## src/rtl/rv_serial_receiver.sv

```systemverilog
`default_nettype none
// +-----------------------------------------------------------------------------
// | rv_serial_receiver
// | Framed serial-to-parallel deserializer with a one-entry valid/ready output.
// | Revision: 1.0
// +-----------------------------------------------------------------------------
module rv_serial_receiver #(
  parameter int WIDTH     = 8,
  parameter bit MSB_FIRST = 1'b1
) (
  input  logic             clk,
  input  logic             rst,
  input  logic             bit_valid,
  input  logic             bit_data,
  input  logic             frame_start,
  output logic             out_valid,
  input  logic             out_ready,
  output logic [WIDTH-1:0] out_data,
  output logic             framing_error,
  output logic             overrun,
  input  logic             clear_overrun
);

  localparam int              C_CNT_W    = (WIDTH > 2) ? $clog2(WIDTH) : 1;
  localparam logic [C_CNT_W-1:0] C_LAST_CNT = C_CNT_W'(WIDTH - 1);

  typedef enum logic [0:0] {
    IDLE  = 1'b0,
    SHIFT = 1'b1
  } state_e;

  state_e             state_q, state_d;
  logic [C_CNT_W-1:0] count_q, count_d;
  logic [WIDTH-1:0]   sr_q, sr_d;
  logic               framing_error_q, framing_error_d;
  logic               out_valid_q, out_valid_d;
  logic [WIDTH-1:0]   out_data_q, out_data_d;
  logic               overrun_q, overrun_d;

  logic [WIDTH-1:0]   w_shifted;
  logic [WIDTH-1:0]   w_first;
  logic               w_word_done;
  logic               w_drop;

  if (WIDTH < 2) begin : g_width_check
    $error("rv_serial_receiver: WIDTH must be >= 2");
  end

  // w_first is the shift of an all-zero register, so a fresh word starts
  // exactly where the bit order expects its first bit to travel from.
  if (MSB_FIRST) begin : g_msb_first
    assign w_shifted = (sr_q << 1) | WIDTH'(bit_data);
    assign w_first   = WIDTH'(bit_data);
  end else begin : g_lsb_first
    assign w_shifted = (sr_q >> 1) | {bit_data, {(WIDTH-1){1'b0}}};
    assign w_first   = {bit_data, {(WIDTH-1){1'b0}}};
  end

  always_ff @(posedge clk) begin
    if (rst) begin
      state_q         <= IDLE;
      count_q         <= '0;
      sr_q            <= '0;
      framing_error_q <= 1'b0;
      out_valid_q     <= 1'b0;
      out_data_q      <= '0;
      overrun_q       <= 1'b0;
    end else begin
      state_q         <= state_d;
      count_q         <= count_d;
      sr_q            <= sr_d;
      framing_error_q <= framing_error_d;
      out_valid_q     <= out_valid_d;
      out_data_q      <= out_data_d;
      overrun_q       <= overrun_d;
    end
  end

  always_comb begin
    state_d         = state_q;
    count_d         = count_q;
    sr_d            = sr_q;
    framing_error_d = 1'b0;
    w_word_done     = 1'b0;
    case (state_q)
      IDLE: begin
        if (bit_valid && frame_start) begin
          sr_d    = w_first;
          count_d = C_CNT_W'(1);
          state_d = SHIFT;
        end
      end
      SHIFT: begin
        if (bit_valid) begin
          if (frame_start) begin
            // A restart mid-word wins over completion, even on the last bit.
            framing_error_d = 1'b1;
            sr_d            = w_first;
            count_d         = C_CNT_W'(1);
          end else if (count_q == C_LAST_CNT) begin
            w_word_done = 1'b1;
            sr_d        = '0;
            count_d     = '0;
            state_d     = IDLE;
          end else begin
            sr_d    = w_shifted;
            count_d = count_q + C_CNT_W'(1);
          end
        end
      end
      default: begin
        state_d = IDLE;
        count_d = '0;
      end
    endcase
  end

  assign w_drop = w_word_done && out_valid_q && !out_ready;

  always_comb begin
    out_valid_d = out_valid_q;
    out_data_d  = out_data_q;
    overrun_d   = overrun_q;
    if (out_valid_q && out_ready) begin
      out_valid_d = 1'b0;
    end
    if (w_word_done && (!out_valid_q || out_ready)) begin
      out_valid_d = 1'b1;
      out_data_d  = w_shifted;
    end
    if (w_drop) begin
      overrun_d = 1'b1;
    end else if (clear_overrun) begin
      overrun_d = 1'b0;
    end
  end

  assign out_valid     = out_valid_q;
  assign out_data      = out_data_q;
  assign framing_error = framing_error_q;
  assign overrun       = overrun_q;

endmodule
`default_nettype wire

```

## config.mk

```make
export PLATFORM = sky130hd
export DESIGN_NAME = rv_serial_receiver
export DESIGN_NICKNAME = d
export VERILOG_FILES = /design/src/rtl/rv_serial_receiver.sv
export SDC_FILE = /design/constraint.sdc
export NUM_CORES = 1
export LEC_CHECK = 0
export CORE_MARGIN = 1
export CORE_UTILIZATION = 43
export CTS_CLUSTER_SIZE = 24
export DETAILED_ROUTE_END_ITERATION = 10
export PLACE_DENSITY = 0.7
export SLEW_MARGIN = 20
export SYNTH_ARGS = -nofsm -noshare
export SYNTH_HDL_FRONTEND = slang
export SYNTH_SLANG_ARGS = --single-unit
```

## constraint.sdc

```tcl
create_clock -name clk -period 1.2 [get_ports clk]
set_input_delay 0.18 -clock clk [delete_from_list [all_inputs] [get_ports clk]]
set_output_delay 0.18 -clock clk [all_outputs]
set_load 0.05 [all_outputs]
```

==> results of run 1 <==
## kinds of logic after synthesis
kind of cell | share of synthesized area
AOI/OAI and AO/OA | 0.212
adders and majority gates | 0.0284
buffers and inverters | 0.0526
DFF | 0.500
and+or+nand+nor | 0.207
## Yosys cell counts, types with 2 or more instances
cell type and count:
a22oi_1 8, a21oi_1 13, nor2b_1 3, o21ai_0 9
clkbuf_1 2, nor3b_1 2, nor2_1 9, ha_1 2
nand3_1 8, buf_4 3, dfxtp_1 22, nand2_1 6
## path summary, 6_finish.rpt
kind                   start           to  slack (ns)  cells after the start
hold reg to reg      sr_q[6]  out_data[7]        0.49                      2
hold / removal      bit_data  out_data[0]        0.45                      3
setup / recovery  count_q[1]      sr_q[1]       -0.13                      5
setup reg to reg  count_q[1]      sr_q[1]       -0.13                      5
## routing by layer
layer	GRT usage	vias to the layer above	share of wire
met5	0	-	0
li1	-	388	-
met4	0.103	0	0.023
met2	0.312	19	0.48
met3	0.0231	5	0.035
met1	0.241	359	0.46
## state kept, by name, summed over array words and instances, names as in the netlist
signal,flops
out_data,8
framing_error,1
out_valid,1
sr_q,7
count_q,3
overrun,1
state_q,1
## power by group
group          switching [mW]  leakage, nW  total (mW)  internal [mW]
Combinational          0.0470        0.290       0.101         0.0539
Sequential             0.0104        0.179       0.749          0.739
Clock                   0.238       0.0279       0.576          0.338
Total                   0.296        0.497        1.43           1.13
## final cells by class
type	count	area [um^2]
fill	142	578
clock buffer	3	22.5
timing repair buffer	26	364
clock inverter	1	30.0
multi-input combinational	67	469
tap	27	33.8
sequential	22	444
## per-stage QoR
step                area [um^2]  std cells  hold WS (ns)  TNS (ns)
floorplan                   917         96         0.242   -0.0613
global placement           1250        141         0.465     -4.35
detailed placement         1250        141         0.471     -5.59
CTS                        1320        145         0.450     -1.46
global route               1360        146         0.483     -2.46
finish                     1360        146         0.446     -1.27
## repair_timing
item | CTS | global route
gates resized for setup | 6 | 13
setup endpoints to repair | 17 | 20
pin swaps | 3 | 1
gates cloned | 0 | 1
## critical path: stages, from the launching register on
cell and delay, ns:
dfxtp_2 0.36, ha_4 0.16, ha_4 0.17, and4bb_4 0.35
a22oi_1 0.11, nor2_1 0.13
==> flow_summary.ini, run 1 <==
[logic_synthesis]
async_flop_share = 0
synth_edf_count = 0
avgSynthCellArea_um2 = 9.18
synth_top_area_share = 0.500
ys_seq_elements = 22
syn_nets = 105
netlist_top_cells_area = dfxtp_1 50%, a21oi_1 7.4%, a22oi_1 6.8%
synth_seq_area_share = 0.500
syn-instance-count = 96
synth_area_um2 = 881
ys.flop_type = dfxtp_1
yosys_warnings = 0
yosysTopAreaCell = dfxtp_1
yosysUniqueCellTypes = 21

[final_layout]
area_growth_pct = 54.8
layout_commonest_cell = dfxtp_1
nNetsFinal = 129
final_cell_mix = 19 x dfxtp_1, 12 x buf_12, 9 x nor2_1, 9 x a21oi_1
drive_gt1_frac = 0.345
antenna_cells = 0
final_util = 0.702

[sta]
final_max_slew_viol_count = 0
period_share = 1.11
rsz0062_at_grt = true
setup_violations = 16
worstMarginPinSlew_ns = 0.399
fmax_mhz = 751
relSlewSlack = 0.732
final.setup_skew_ns = 0.00956
layout_min_cycle_time_ns = 1.33
setup_ws_ns = -0.131
finalHoldViolations = 0

[floorplanning]
placementRows = 16
pin_count = 18
placeableCoreArea_mm2 = 0.00194
die-area_mm2 = 0.00223
die_x_um = 47.3
start_util = 0.454
die_y_um = 47.3

[place]
pre_cts_ws_ns = -0.378
gp_congestion = 0.735
dp_hpwl_um = 1330
io_buffers = 17

[power]
p_leak_nw = 0.497
design_power_total_mw = 1.43
power.density_mw_per_mm2 = 1050
ir_drop_mv = 0.731

[clock_tree]
clk_path_buf_depth = 2
cts_root_buf = clkbuf_4
cts_buffers = 3
cts_sinks = 22
insertion_delay_ns = 0.32
cts_tree = yes
cts.htree.levels = 1
postCtsSetupBuffers = 0
cts_hold_buf = 0
clkTransAtPathRegs_ns = 0.13

[status]
violations = setup timing
status = complete, but fails checks

[setup_path]
start_kind = register
cp.arrival_ns = 1.58
crit_type = reg -> reg
endpoint_kind = register
crit_fanout = 6
critPathRequiredTime_ns = 1.45

[grt]
grt_pass1_wl_um = 2950
grt_pass1_vias = 699
grt_usage = 0.190
antenna_found_initial = 0
grt_overflow = 0
grt_max_degree = 23

[worst_hold_path]
hold_path_class = in -> reg

[routing]
via_per_inst = 5.28
post_drt_wl_per_cell_um = 13.6
wl_um = 1980
ant_nets = 0
drc = 0
drt_iter0_markers = 10
dr.pass1.iters = 4
num_vias = 771

[job]
drv_cap = 0
Note: power is estimated with default switching activity, not from simulation.
==> inputs of run 2 (changes only) <==
CELL_PAD_IN_SITES_DETAIL_PLACEMENT = 0   (was unset)
CELL_PAD_IN_SITES_GLOBAL_PLACEMENT = 1   (was unset)
CORE_UTILIZATION = 30   (was 43)
PLACE_DENSITY = 0.66   (was 0.7)
==> run 2 against run 1 <==
  * Critical endpoint is now out_data[0]
  * The run still ends with setup timing left
  * Clock power fell by 27%
  * Largest cell class unchanged
  * Cell area down 2.2%
  * Critical path type unchanged
  * Register-to-register slack is essentially flat
==> flow_summary.ini, run 2 (synthesized netlist as in run 1, its figures left out) <==
[routing]
ant_nets = 0
dr.pass1.iters = 3
drt_iter0_markers = 13
wl_um = 1890
post_drt_wl_per_cell_um = 12.7
via_per_inst = 5.07
drc = 0
num_vias = 756

[sta]
setup_ws_ns = -0.118
finalHoldViolations = 0
setup_violations = 16
final_max_slew_viol_count = 0
worstMarginPinSlew_ns = 0.416
layout_min_cycle_time_ns = 1.32
rsz0062_at_grt = true
period_share = 1.10
fmax_mhz = 759
holdWs_ns = 0.485
final.setup_skew_ns = 0.00296
relSlewSlack = 0.721

[floorplanning]
pin_count = 18
die_x_um = 56.2
die_y_um = 56.2
placeableCoreArea_mm2 = 0.00276
placementRows = 19
start_util = 0.319
die-area_mm2 = 0.00316

[place]
gp_congestion = 0.711
io_buffers = 17
dp_hpwl_um = 1370
dp.cells = 145

[clock_tree]
cts_buffers = 3
cts.htree.levels = 1
clkTransAtPathRegs_ns = 0.12
clk_path_buf_depth = 2
postCtsSetupBuffers = 0
cts_hold_buf = 0
insertion_delay_ns = 0.32
cts_tree = yes
cts_root_buf = clkbuf_4
cts_sinks = 22

[setup_path]
slowest_stage = dfxtp_2
crit_fanout = 9
reg2reg_depth = 6
cp.arrival_ns = 1.57
path_buf_inv = 1
r2r_setup_slack_ns = -0.12
crit_type = reg -> reg
path_delay_family = flip-flops
critPathLaunch = count_q[1]
r2r-start = count_q[1]
max_stage_delay_ns = 0.37
crit_chain = ha_4 > ha_4 > and4b_1 > buf_6 > nand3_1 > a21oi_1
endpoint_kind = register
worstReg2RegEnd = out_data[0]
cp-endpoint = out_data[0]
cpMostUsedCell = ha_4
path_depth = 6
start_kind = register
critPathRequiredTime_ns = 1.45

[grt]
grt_pass1_vias = 716
grt_overflow = 0
grt_usage = 0.134
grt_max_degree = 23
grt_pass1_wl_um = 3240
antenna_found_initial = 0

[power]
power.density_mw_per_mm2 = 952
ir_drop_mv = 0.746
p_leak_nw = 0.485

[final_layout]
area_growth_pct = 51.4
nNetsFinal = 128
largest_register_ffs = 8
layout_commonest_cell = dfxtp_1
final_util = 0.484
final_cell_mix = 19 x dfxtp_1, 12 x a21oi_1, 12 x buf_12
antenna_cells = 0
drive_gt1_frac = 0.314
layout.cells.non_filler = 149

[job]
drv_cap = 0

[status]
status = complete, but fails checks
violations = setup timing

[worst_hold_path]
hold_path_class = in -> reg
==> run 2: changes by cell type in the layout (fill, tap and decap cells not counted), sizes merged <==
cell / change
buf: -1
bufinv: -1
clkbuf: +1
==> run 2: power by group <==
group	internal (mW)	switching, mW
Combinational	0.0533	0.0460
Sequential	0.739	0.0109
Clock	0.186	0.235
==> run 2: how the worst min path moves through the flow <==
stage                  start     endpoint  slack, ns  cells past startpoint
floorplan                rst   count_q[0]       0.24                      1
global placement     sr_q[0]      sr_q[0]       0.47                      2
detailed placement   sr_q[6]  out_data[7]       0.47                      2
CTS                 bit_data  out_data[0]       0.46                      3
global route        bit_data  out_data[0]       0.47                      3
finish              bit_data  out_data[0]       0.48                      3
==> run 2: worst register-to-register path: cells and delay by family, from the launching register on <==
family                   cells  cell delay [ns]
buffers and inverters        1             0.14
AND/OR/NAND/NOR              2             0.29
AO/OA/AOI/OAI                1             0.15
flip-flops                   1             0.37
adder cells (fa/ha/maj)      2             0.30
==> run 2: through the flow <==
step	area (um^2)	TNS, ns	total power, mW	setup WS, ns
after global placement	1260	-4.34	0.858	-0.286
after floorplan	917	-0.0613	0.814	-0.0101
after global routing	1330	-2.54	1.32	-0.191
after CTS	1320	-1.46	1.28	-0.129
after detailed placement	1260	-4.54	0.859	-0.296
final	1330	-1.31	1.27	-0.118
==> run 2: final cells by class <==
type                    count  area, um^2
multi-input cells          67         458
well taps                  31        38.8
flip-flops and latches     22         444
fillers                   273        1420
repair buffers             25         357
clock buffers               4        36.3
==> run 2: timing repair <==
action,4_1_cts,5_1_grt
endpoints found under the setup margin,16,17
gates cloned,0,0
pin swaps,3,2
gates resized for setup,8,8
==> run 2: layer usage <==
metal	track usage	vias to the layer above	routed length (um)
met4	0.0523	0	46
li1	-	391	-
met5	0	-	0
met1	0.163	351	890
met3	0.0535	5	68
met2	0.211	9	883
